[src/rtl/dlx_bus_pkg.sv]
// Shared DLX bus helpers: word/lane sizes and the small combinational functions
// used by the gated bus collector (lane mask expansion, priority index, contention test).
package dlx_bus_pkg;

  localparam int DLX_WORD_W = 32;
  localparam int BYTE_W     = 8;
  localparam int MAX_CH     = 16;
  localparam int MAX_LANES  = 64;
  localparam int IDX_W      = 4;

  // Operates on the widest supported lane vector; callers zero-extend and truncate.
  function automatic logic [MAX_LANES*BYTE_W-1:0] lane_expand(input logic [MAX_LANES-1:0] be);
    logic [MAX_LANES*BYTE_W-1:0] m;
    m = '0;
    for (int k = 0; k < MAX_LANES; k++) begin
      m[k*BYTE_W +: BYTE_W] = {BYTE_W{be[k]}};
    end
    return m;
  endfunction

  function automatic logic [IDX_W-1:0] lowest_set(input logic [MAX_CH-1:0] v);
    logic [IDX_W-1:0] idx;
    idx = '0;
    for (int i = MAX_CH-1; i >= 0; i--) begin
      if (v[i]) idx = IDX_W'(i);
    end
    return idx;
  endfunction

  // Clearing the lowest set bit leaves something only when two or more bits were set.
  function automatic logic popcnt_ge2(input logic [MAX_CH-1:0] v);
    return (v & (v - MAX_CH'(1))) != '0;
  endfunction

endpackage

[src/rtl/gated_bus_collector_if.sv]
// Bus bundle between the DLX result-bus sources and the gated bus collector.
// The master side drives source words and controls; the slave side is the collector.
interface gated_bus_collector_if
  import dlx_bus_pkg::*;
#(
  parameter int WIDTH = DLX_WORD_W,
  parameter int NCH   = 4,
  parameter int CNT_W = 8
);
  localparam int LANES = WIDTH / BYTE_W;
  localparam int SRC_W = (NCH > 1) ? $clog2(NCH) : 1;

  logic [NCH*WIDTH-1:0] din;
  logic [NCH-1:0]       pull;
  logic [LANES-1:0]     byte_en;
  logic                 clr_sticky;
  logic [WIDTH-1:0]     dout;
  logic                 dout_valid;
  logic [SRC_W-1:0]     src_idx;
  logic                 conflict;
  logic                 conflict_sticky;
  logic [CNT_W-1:0]     conflict_cnt;

  modport master (
    output din, pull, byte_en, clr_sticky,
    input  dout, dout_valid, src_idx, conflict, conflict_sticky, conflict_cnt
  );

  modport slave (
    input  din, pull, byte_en, clr_sticky,
    output dout, dout_valid, src_idx, conflict, conflict_sticky, conflict_cnt
  );

endinterface

[src/rtl/gated_word.sv]
// One pull-gated source word: the word passes only while its pull line is high,
// so several of these can be OR-combined into a wired-OR bus.
module gated_word #(
  parameter int WIDTH = 32
) (
  input  logic [WIDTH-1:0] i_din,
  input  logic             i_pull,
  output logic [WIDTH-1:0] o_dout
);

  assign o_dout = i_din & {WIDTH{i_pull}};

endmodule

[src/rtl/gated_bus_collector.sv]
// Registered wired-OR collector for the DLX internal result bus: gates NCH sources,
// applies a byte-lane mask and monitors multi-driver contention.
module gated_bus_collector
  import dlx_bus_pkg::*;
#(
  parameter int WIDTH     = DLX_WORD_W,
  parameter int NCH       = 4,
  parameter int HOLD_LAST = 0,
  parameter int CNT_W     = 8
) (
  input  logic                  clk,
  input  logic                  reset,
  gated_bus_collector_if.slave  bus
);

  localparam int LANES = WIDTH / BYTE_W;
  localparam int SRC_W = (NCH > 1) ? $clog2(NCH) : 1;

  if ((WIDTH % BYTE_W) != 0 || WIDTH < BYTE_W || LANES > MAX_LANES) begin : g_bad_width
    $error("gated_bus_collector: WIDTH must be a multiple of 8 in 8..512");
  end
  if (NCH < 1 || NCH > MAX_CH) begin : g_bad_nch
    $error("gated_bus_collector: NCH must be in 1..16");
  end

  logic [WIDTH-1:0]     w_gated [NCH];
  logic [WIDTH-1:0]     w_bus;
  logic [WIDTH-1:0]     w_masked;
  logic [MAX_LANES-1:0] w_be_ext;
  logic [MAX_CH-1:0]    w_pull_ext;
  logic                 w_any;
  logic                 w_conflict;
  logic [SRC_W-1:0]     w_lowest;

  logic [WIDTH-1:0]     r_dout_p1;
  logic                 r_vld_p1;
  logic [SRC_W-1:0]     r_src_idx_p1;
  logic                 r_conflict_p1;
  logic                 r_sticky;
  logic [CNT_W-1:0]     r_cnt;

  for (genvar g = 0; g < NCH; g++) begin : g_ch
    gated_word #(.WIDTH(WIDTH)) u_gated_word (
      .i_din  (bus.din[g*WIDTH +: WIDTH]),
      .i_pull (bus.pull[g]),
      .o_dout (w_gated[g])
    );
  end

  always_comb begin
    w_bus = '0;
    for (int i = 0; i < NCH; i++) begin
      w_bus = w_bus | w_gated[i];
    end
  end

  always_comb begin
    w_be_ext              = '0;
    w_be_ext[LANES-1:0]   = bus.byte_en;
    w_pull_ext            = '0;
    w_pull_ext[NCH-1:0]   = bus.pull;
  end

  assign w_masked   = w_bus & WIDTH'(lane_expand(w_be_ext));
  assign w_any      = |bus.pull;
  assign w_conflict = (NCH > 1) && popcnt_ge2(w_pull_ext);
  assign w_lowest   = (NCH > 1) ? SRC_W'(lowest_set(w_pull_ext)) : '0;

  // ---- stage p0 -> p1: output registers and contention monitor ----
  always_ff @(posedge clk) begin
    if (reset) begin
      r_dout_p1     <= '0;
      r_vld_p1      <= 1'b0;
      r_src_idx_p1  <= '0;
      r_conflict_p1 <= 1'b0;
      r_sticky      <= 1'b0;
      r_cnt         <= '0;
    end else begin
      r_vld_p1      <= w_any;
      r_conflict_p1 <= w_conflict;
      if (w_any) begin
        r_dout_p1    <= w_masked;
        r_src_idx_p1 <= w_lowest;
      end else if (HOLD_LAST == 0) begin
        r_dout_p1    <= '0;
        r_src_idx_p1 <= '0;
      end
      // A conflict in the same cycle as a clear restarts the count at one.
      if (w_conflict) begin
        r_sticky <= 1'b1;
        if (bus.clr_sticky) begin
          r_cnt <= CNT_W'(1);
        end else if (!(&r_cnt)) begin
          r_cnt <= r_cnt + CNT_W'(1);
        end
      end else if (bus.clr_sticky) begin
        r_sticky <= 1'b0;
        r_cnt    <= '0;
      end
    end
  end

  assign bus.dout            = r_dout_p1;
  assign bus.dout_valid      = r_vld_p1;
  assign bus.src_idx         = r_src_idx_p1;
  assign bus.conflict        = r_conflict_p1;
  assign bus.conflict_sticky = r_sticky;
  assign bus.conflict_cnt    = r_cnt;

endmodule
[src/flat_wrapper.sv]
// flat-port wrapper written by rule: the top's interface ports become plain ports
module gated_bus_collector_flat import dlx_bus_pkg::*;
#(
  parameter int WIDTH     = DLX_WORD_W,
  parameter int NCH       = 4,
  parameter int HOLD_LAST = 0,
  parameter int CNT_W     = 8
)
  (clk, reset, bus_din, bus_pull, bus_byte_en, bus_clr_sticky, bus_dout, bus_dout_valid, bus_src_idx, bus_conflict, bus_conflict_sticky, bus_conflict_cnt);
  gated_bus_collector_if #(.WIDTH(WIDTH), .NCH(NCH), .CNT_W(CNT_W)) bus_i ();
  input  logic clk;
  input  logic reset;
  input wire logic [$bits(bus_i.din)-1:0] bus_din;
  input wire logic [$bits(bus_i.pull)-1:0] bus_pull;
  input wire logic [$bits(bus_i.byte_en)-1:0] bus_byte_en;
  input wire logic [$bits(bus_i.clr_sticky)-1:0] bus_clr_sticky;
  output wire logic [$bits(bus_i.dout)-1:0] bus_dout;
  output wire logic [$bits(bus_i.dout_valid)-1:0] bus_dout_valid;
  output wire logic [$bits(bus_i.src_idx)-1:0] bus_src_idx;
  output wire logic [$bits(bus_i.conflict)-1:0] bus_conflict;
  output wire logic [$bits(bus_i.conflict_sticky)-1:0] bus_conflict_sticky;
  output wire logic [$bits(bus_i.conflict_cnt)-1:0] bus_conflict_cnt;
  assign bus_i.din = bus_din;
  assign bus_i.pull = bus_pull;
  assign bus_i.byte_en = bus_byte_en;
  assign bus_i.clr_sticky = bus_clr_sticky;
  assign bus_dout = bus_i.dout;
  assign bus_dout_valid = bus_i.dout_valid;
  assign bus_src_idx = bus_i.src_idx;
  assign bus_conflict = bus_i.conflict;
  assign bus_conflict_sticky = bus_i.conflict_sticky;
  assign bus_conflict_cnt = bus_i.conflict_cnt;
  gated_bus_collector #(.WIDTH(WIDTH), .NCH(NCH), .HOLD_LAST(HOLD_LAST), .CNT_W(CNT_W)) u_core (.clk(clk), .reset(reset), .bus(bus_i));
endmodule
[config.mk]
export PLATFORM = sky130hd
export DESIGN_NAME = gated_bus_collector_flat
export DESIGN_NICKNAME = d
export VERILOG_FILES = /design/src/rtl/dlx_bus_pkg.sv /design/src/rtl/gated_bus_collector_if.sv /design/src/rtl/gated_word.sv /design/src/rtl/gated_bus_collector.sv /design/src/flat_wrapper.sv
export SDC_FILE = /design/constraint.sdc
export NUM_CORES = 1
export LEC_CHECK = 0
export CAP_MARGIN = 20
export CORE_AREA = 4 4 83 101
export DETAILED_ROUTE_END_ITERATION = 10
export DIE_AREA = 0 0 87 105
export HOLD_SLACK_MARGIN = 0.06
export PLACE_DENSITY = 0.85
export RECOVER_POWER = 50
export SLEW_MARGIN = 0
export SYNTH_ARGS = -nofsm -noshare
export SYNTH_HDL_FRONTEND = slang
export SYNTH_SLANG_ARGS = --single-unit
[constraint.sdc]
create_clock -name clk -period 1.7 [get_ports clk]
set_clock_uncertainty 0.1 [all_clocks]
set_input_delay 0.34 -clock clk [delete_from_list [all_inputs] [get_ports clk]]
set_output_delay 0.34 -clock clk [all_outputs]
set_load 0.01 [all_outputs]
==> flow_summary.toml <==
[clock_tree]
cts_made_buffers = 5
cts_tree = "built"
clock_latency_ps = 300
cts.sink_count = 45
clock_path_buffers = 2
h-tree-depth = 2
clock_tree.root_cell = "clkbuf_8"
clk_pin_slew_ps = 90

[logic_synthesis]
yosysTopAreaCell = "dfxtp_1"
ys_ff_latch = 45
yosysWarnings = 0
ys.flop_type = "dfxtp_1"
syn_inst = 220
yosysSeqAreaShare = 0.443
synth_edf_count = 0
synthArstFlopShare = 0
syn_area_um2 = 2040
synth_top_area_share = 0.443
synth_cell_type_count = 31
yosys-top-cells-area = "dfxtp_1 (44%), a22oi_1 (24%), a21oi_1 (9.1%)"
synth_nets = 360
synth.avg_cell_area_um2 = 9.25

[run]
cap_violations = 0

[die]
core_um2 = 7490
rows = 35
die_y_um = 105
die-width_um = 87
initial_utilization = 0.272
num_io_pins = 184
die-area_um2 = 9140

[routing]
antenna_left = 0
avgViaCountPerCell = 5.23
vias = 2634
drt_iter0_drc = 156
wl_per_cell_um = 18.1
drc = 0
wirelength_mm = 9.10
drt-pass1-iter-count = 5

[power_and_ir_drop]
p_seq_frac = 0.417
p_leak_nw = 1.69
p_int_mw = 2.03
p_comb_frac = 0.274
irDropWorstVdd_v = 0.000560
switching_share = 0.251
powerDensity_nw_per_um2 = 646
pwr-share-clk = 0.309
p_sw_mw = 0.680

[placed_design]
port-buffer-count = 183
place_hpwl_mm = 7.23
place.gp.congestion = 0.885
dpl-instance-area_um2 = 4020

[global_routing]
grt.overflow.total = 0
antenna_found_initial = 1
grt_max_degree = 34
grt_pass1_wl_mm = 13.2
grtUsageTotal = 0.187
grt_pass1_vias = 2697

[worst_setup_path]
end_kind = "register"
rrSetupSlack_ps = 70
startpoint_type = "input port"
cp.required_ps = 1810
critPathMaxFanout = 9
path_class = "input port to register"
cp_data_arrival_time_ps = 1800

[sta]
period_minus_slack_ps = 1690
fin_crit_sh = 0.996
rsz0062_at_grt = "yes"
fmax_ghz = 0.590
drv_slew = 0
worst-slew-pin-transition_ps = 425
slew-limit-headroom = 0.714
tns_ps = 0
hold_viol_final = 0
fin_worst_hold_slack_ps = 375
finalSetupViolCount = 0

[min_path]
worstHoldPathType = "register to register"

[final_layout]
syn2layout_area_growth_pct = 106
drive_above_1_share = 0.107
nets = 551
antenna_cells = 0
design_area_um2 = 4190

[status]
status = "finished, final reports clean"
-- placed cells by master (no fill, tap or decap), drive strengths merged, types with 2 or more instances in the layout --
master | Yosys | final
or2 | 2 | 2
nand3 | 3 | 3
inv | 4 | 5
nor3 | 5 | 5
a22oi | 64 | 64
nand2 | 9 | 9
a211oi | 4 | 4
a31oi | 3 | 3
a21oi | 37 | 37
a41o | 3 | 3
dfxtp | 45 | 45
nor2 | 8 | 8
clkdlybuf4s50 | 0 | 175
dlymetal6s2s | 0 | 5
buf | 6 | 21
and4 | 2 | 2
clkbuf | 14 | 5
nor4 | 2 | 2
dlygate4sd2 | 0 | 3
-- cell type report --
cell class              instances  area (um^2)
fillers                       662         3300
clock inverters                 3         43.8
well taps                      92          115
flip-flops and latches         45          911
repair buffers                204         2000
inverters                       4         15.0
clock buffers                   5         68.8
multi-input cells             151         1040
-- per-layer routing --
metal	global-route usage	up-vias	share of wire
li1	-	1240	-
met1	0.183	1225	0.34
met2	0.356	151	0.54
met3	0.0694	16	0.10
met4	0.0479	2	0.014
met5	0	-	0.0014
-- through the flow --
step / setup WS [ps] / power [mW] / util / cells
floorplan: 22.4 / 1.38 / - / 220
global placement: -313 / 1.88 / 0.537 / 494
detailed placement: -405 / 1.89 / 0.537 / 494
CTS: 5.58 / 2.72 / 0.553 / 502
global route: -59.0 / 2.82 / 0.560 / 504
finish: 6.19 / 2.71 / 0.560 / 504
-- what timing repair did --
item | in CTS | in global routing
pin swaps | 0 | 3
setup buffers | 0 | 2
endpoints found under the setup margin | 6 | 43
hold buffers | 0 | 0
resized for setup | 10 | 10
-- cell usage after synthesis, types with 2 or more instances --
cell and count:
a211oi_1 2, a31oi_1 3, nor2_1 7, nand3_1 3, nand2_1 9, a22oi_1 64, nor4_1 2, clkbuf_1 14
buf_4 2, a211oi_4 2, a41o_1 3, buf_6 3, dfxtp_1 45, a21oi_1 37, nor3_1 5, inv_1 4
-- critical path, cell delays in order --
cell and delay, ps:
clkdlybuf4s50_1 440, buf_4 180, a211oi_4 280, nor2_4 120, a2111o_1 370, o31ai_1 70
-- path summary, 6_finish.rpt --
path	startpoint	end	depth (start not counted)
min	u_core.bus.conflict_sticky	u_core.bus.conflict_sticky	2
max	bus_pull[3]	u_core.bus.conflict_cnt[0]	6
max reg2reg	u_core.bus.conflict_cnt[1]	u_core.bus.conflict_cnt[0]	5
min reg2reg	u_core.bus.conflict_sticky	u_core.bus.conflict_sticky	2
-- power by group through the flow --
stage          Combinational (mW)  Clock, mW  Sequential (mW)
6_report                    0.743      0.836             1.13
3_3_place_gp                0.725          0             1.15
5_1_grt                     0.788      0.899             1.13
2_1_floorplan               0.201          0             1.18
3_5_place_dp                0.737          0             1.15
4_1_cts                     0.737      0.857             1.13
-- state kept, by name (all words and copies together), names as in the netlist --
register / flops
u_core.bus.conflict: 1
u_core.bus.conflict_cnt: 8
u_core.bus.conflict_sticky: 1
u_core.bus.src_idx: 2
u_core.bus.dout_valid: 1
u_core.bus.dout: 32
-- kinds of logic after synthesis --
| logic type | share of synthesized area |
|---|---|
| and+or+nand+nor | 0.0953 |
| buffers and inverters | 0.0596 |
| adders and majority gates | 0.00615 |
| muxes | 0.00492 |
| DFF | 0.443 |
| AOI/OAI and AO/OA | 0.392 |
Power figures use the tool's default switching activity.
==> RTL edit: new RTL, same settings <==
`NCH` is set to 4 in 3 places; all go to 2.
--- a/src/rtl/gated_bus_collector_if.sv
+++ b/src/rtl/gated_bus_collector_if.sv
@@ -6,3 +6,3 @@
   parameter int WIDTH = DLX_WORD_W,
-  parameter int NCH   = 4,
+  parameter int NCH   = 2,
   parameter int CNT_W = 8
--- a/src/rtl/gated_bus_collector.sv
+++ b/src/rtl/gated_bus_collector.sv
@@ -6,3 +6,3 @@
   parameter int WIDTH     = DLX_WORD_W,
-  parameter int NCH       = 4,
+  parameter int NCH       = 2,
   parameter int HOLD_LAST = 0,
--- a/src/flat_wrapper.sv
+++ b/src/flat_wrapper.sv
@@ -4,3 +4,3 @@
   parameter int WIDTH     = DLX_WORD_W,
-  parameter int NCH       = 4,
+  parameter int NCH       = 2,
   parameter int HOLD_LAST = 0,
Interface: changed (resized bus_din, bus_pull and bus_src_idx); port bits go from 184 to 117. No check against the original RTL was run, so the function may have changed too.
==> RTL edit against the original RTL <==
  * Setup slack improved by 0.050 ns
  * Synthesized area fell by 21%
  * Routed wire length fell by 40%
  * Sequential share of layout area rose by 7.8 points
  * Power fell by 21%
  * Final area fell by 29%
  * Critical path depth fell by 5
  * Highest routed layer is now met4
  * Sequential cell count fell by 1
  * Combinational power fell by 47%
  * Core utilization fell by 16 points
  * Via count fell by 34%
==> RTL edit: results (changes against the original RTL) <==
- Top sig layer: met4
- Post-synthesis mux area share: 0% (-0.49 points)
- Vias in the first global route: 1,734 (-36%)
- Adder-cell area share of the yosys netlist: 0.774% (+0.16 points)
- Sequential cell area fraction in the yosys report: 54.5% (+10 points)
- CTS HTree Levels: 2 (unchanged)
- Most frequent cells after synthesis: dfxtp_1 (44), nor2_1 (41), a22oi_1 (32)
- Max VDD drop: 0.000326 V (-42%)
- DPL Wire Length: 4.35 mm (-40%)
- Max FO, Critical Path: 2 (-7)
- Capturing point of the worst reg2reg path: u_core.bus.conflict_cnt[3]
- Layout cells sized above 1: 7.12% (-3.6 points)
- Number of flip-flops in the largest register: 32 (unchanged)
- Max-Cap Viols: 0 (unchanged)
- DR vias/cell: 4.46 (-15%)
- Final nets: 368 (-33%)
- Compound-Gate Fraction of Synth Area: 21.1% (-18 points)
- First DRT Iteration DRCs: 91 (-42%)
- CP max stage delay: 0.57 ns (+0.13 ns)
- GRT Util Overall: 11.5% (-7.1 points)
- Crit-path leading delay family: buffers and inverters
- Pin count of the biggest net entering global routing: 27 (-21%)
- Final non-filler cell total: 387 (-23%)
- Hold crit path type: register to register
- Pint: 1.65 mW (-18%)
- DR WL met2: 2.83 mm (-42%)
- Post-Place Cells: 379 (-23%)
- Pleak: 1.13 nW (-34%)
- Ys Warns: 0 (unchanged)
- Status: finished, final reports clean
- Largest cells by area after synthesis: dfxtp_1 (54%), a22oi_1 (15%), nor2_1 (9.5%)
- Flop2flop setup slack: 0.09 ns (+0.02 ns)
- Synth cell types: 29 (-6.5%)
- Mapped Cells: 175 (-20%)
- Worst Tran Pin Value: 0.339 ns (-0.0863 ns)
- Cell Area, Placed: 0.00291 sq mm (-28%)
- Post-synthesis xor/xnor area fraction: 0.542% (+0.54 points)
- Initial DRT Pass Iterations: 4 (-1)
- Post-Place Setup Slack: -0.354 ns (+0.0501 ns)
- Post-Syn Nets: 249 (-31%)
- PortBufs: 116 (-37%)
- Placer Congestion: 0.818 (-7.6%)
- Met1 wire length: 2.03 mm (-35%)
- Critical path arrival: 1.20 ns (-0.60 ns)
- # fillers: 747 (+13%)
- Hold_ws: 0.377 ns (+0.00257 ns)
- Detailed Route WL: 5.42 mm (-40%)
- Initial antenna violation count: 0 (-1)
- First-pass GRT wire length: 8.27 mm (-38%)
- Met3 wire length: 503 um (-46%)
==> RTL edit: cell types whose count changed after synthesis, moves of 4 or more <==
cell	change
nand2_1	-6
a22oi_1	-32
a21oi_1	-31
nor2_1	+34
nand2b_1	+4
==> RTL edit: power by group through the flow <==
stage,Sequential [mW],Combinational [mW],Clock (mW)
after floorplan,1.13,0.106,0
after detailed placement,1.11,0.400,0
after global placement,1.10,0.395,0
after global routing,1.08,0.421,0.751
after CTS,1.08,0.399,0.712
final,1.08,0.393,0.675
==> RTL edit: worst max-delay path by stage <==
stage	start	endpoint	slack, ns
6_report	u_core.bus.conflict_cnt[7]	bus_conflict_cnt[7]	0.06
5_1_grt	u_core.bus.conflict_cnt[7]	bus_conflict_cnt[7]	0.02
4_1_cts	u_core.bus.conflict_cnt[2]	bus_conflict_cnt[2]	0.01
3_5_place_dp	bus_pull[1]	u_core.bus.conflict_cnt[3]	-0.35
3_3_place_gp	bus_pull[1]	u_core.bus.conflict_cnt[5]	-0.29
2_1_floorplan	bus_pull[1]	u_core.bus.conflict_cnt[5]	0.16
==> RTL edit: repair_timing <==
| action | 4_1_cts | 5_1_grt |
|---|---|---|
| hold buffers | 0 | 0 |
| setup endpoints to repair | 7 | 2 |
| resized for setup | 8 | 2 |
==> RTL edit: per-layer routing <==
layer	GRT usage, %	vias up
li1	-	852
met1	12.3	791
met2	20.9	77
met3	4.02	7
met4	3.34	0
met5	0	-
==> RTL edit: area by class of cell <==
cell class / count / area, sq um / area share (%)
timing repair buffer: 126 / 1220 / 40.9
sequential: 44 / 882 / 29.5
multi-input combinational: 116 / 672 / 22.5
tap: 92 / 115 / 3.85
clock buffer: 7 / 86.3 / 2.89
clock inverter: 1 / 7.51 / 0.251
inverter: 1 / 3.75 / 0.126
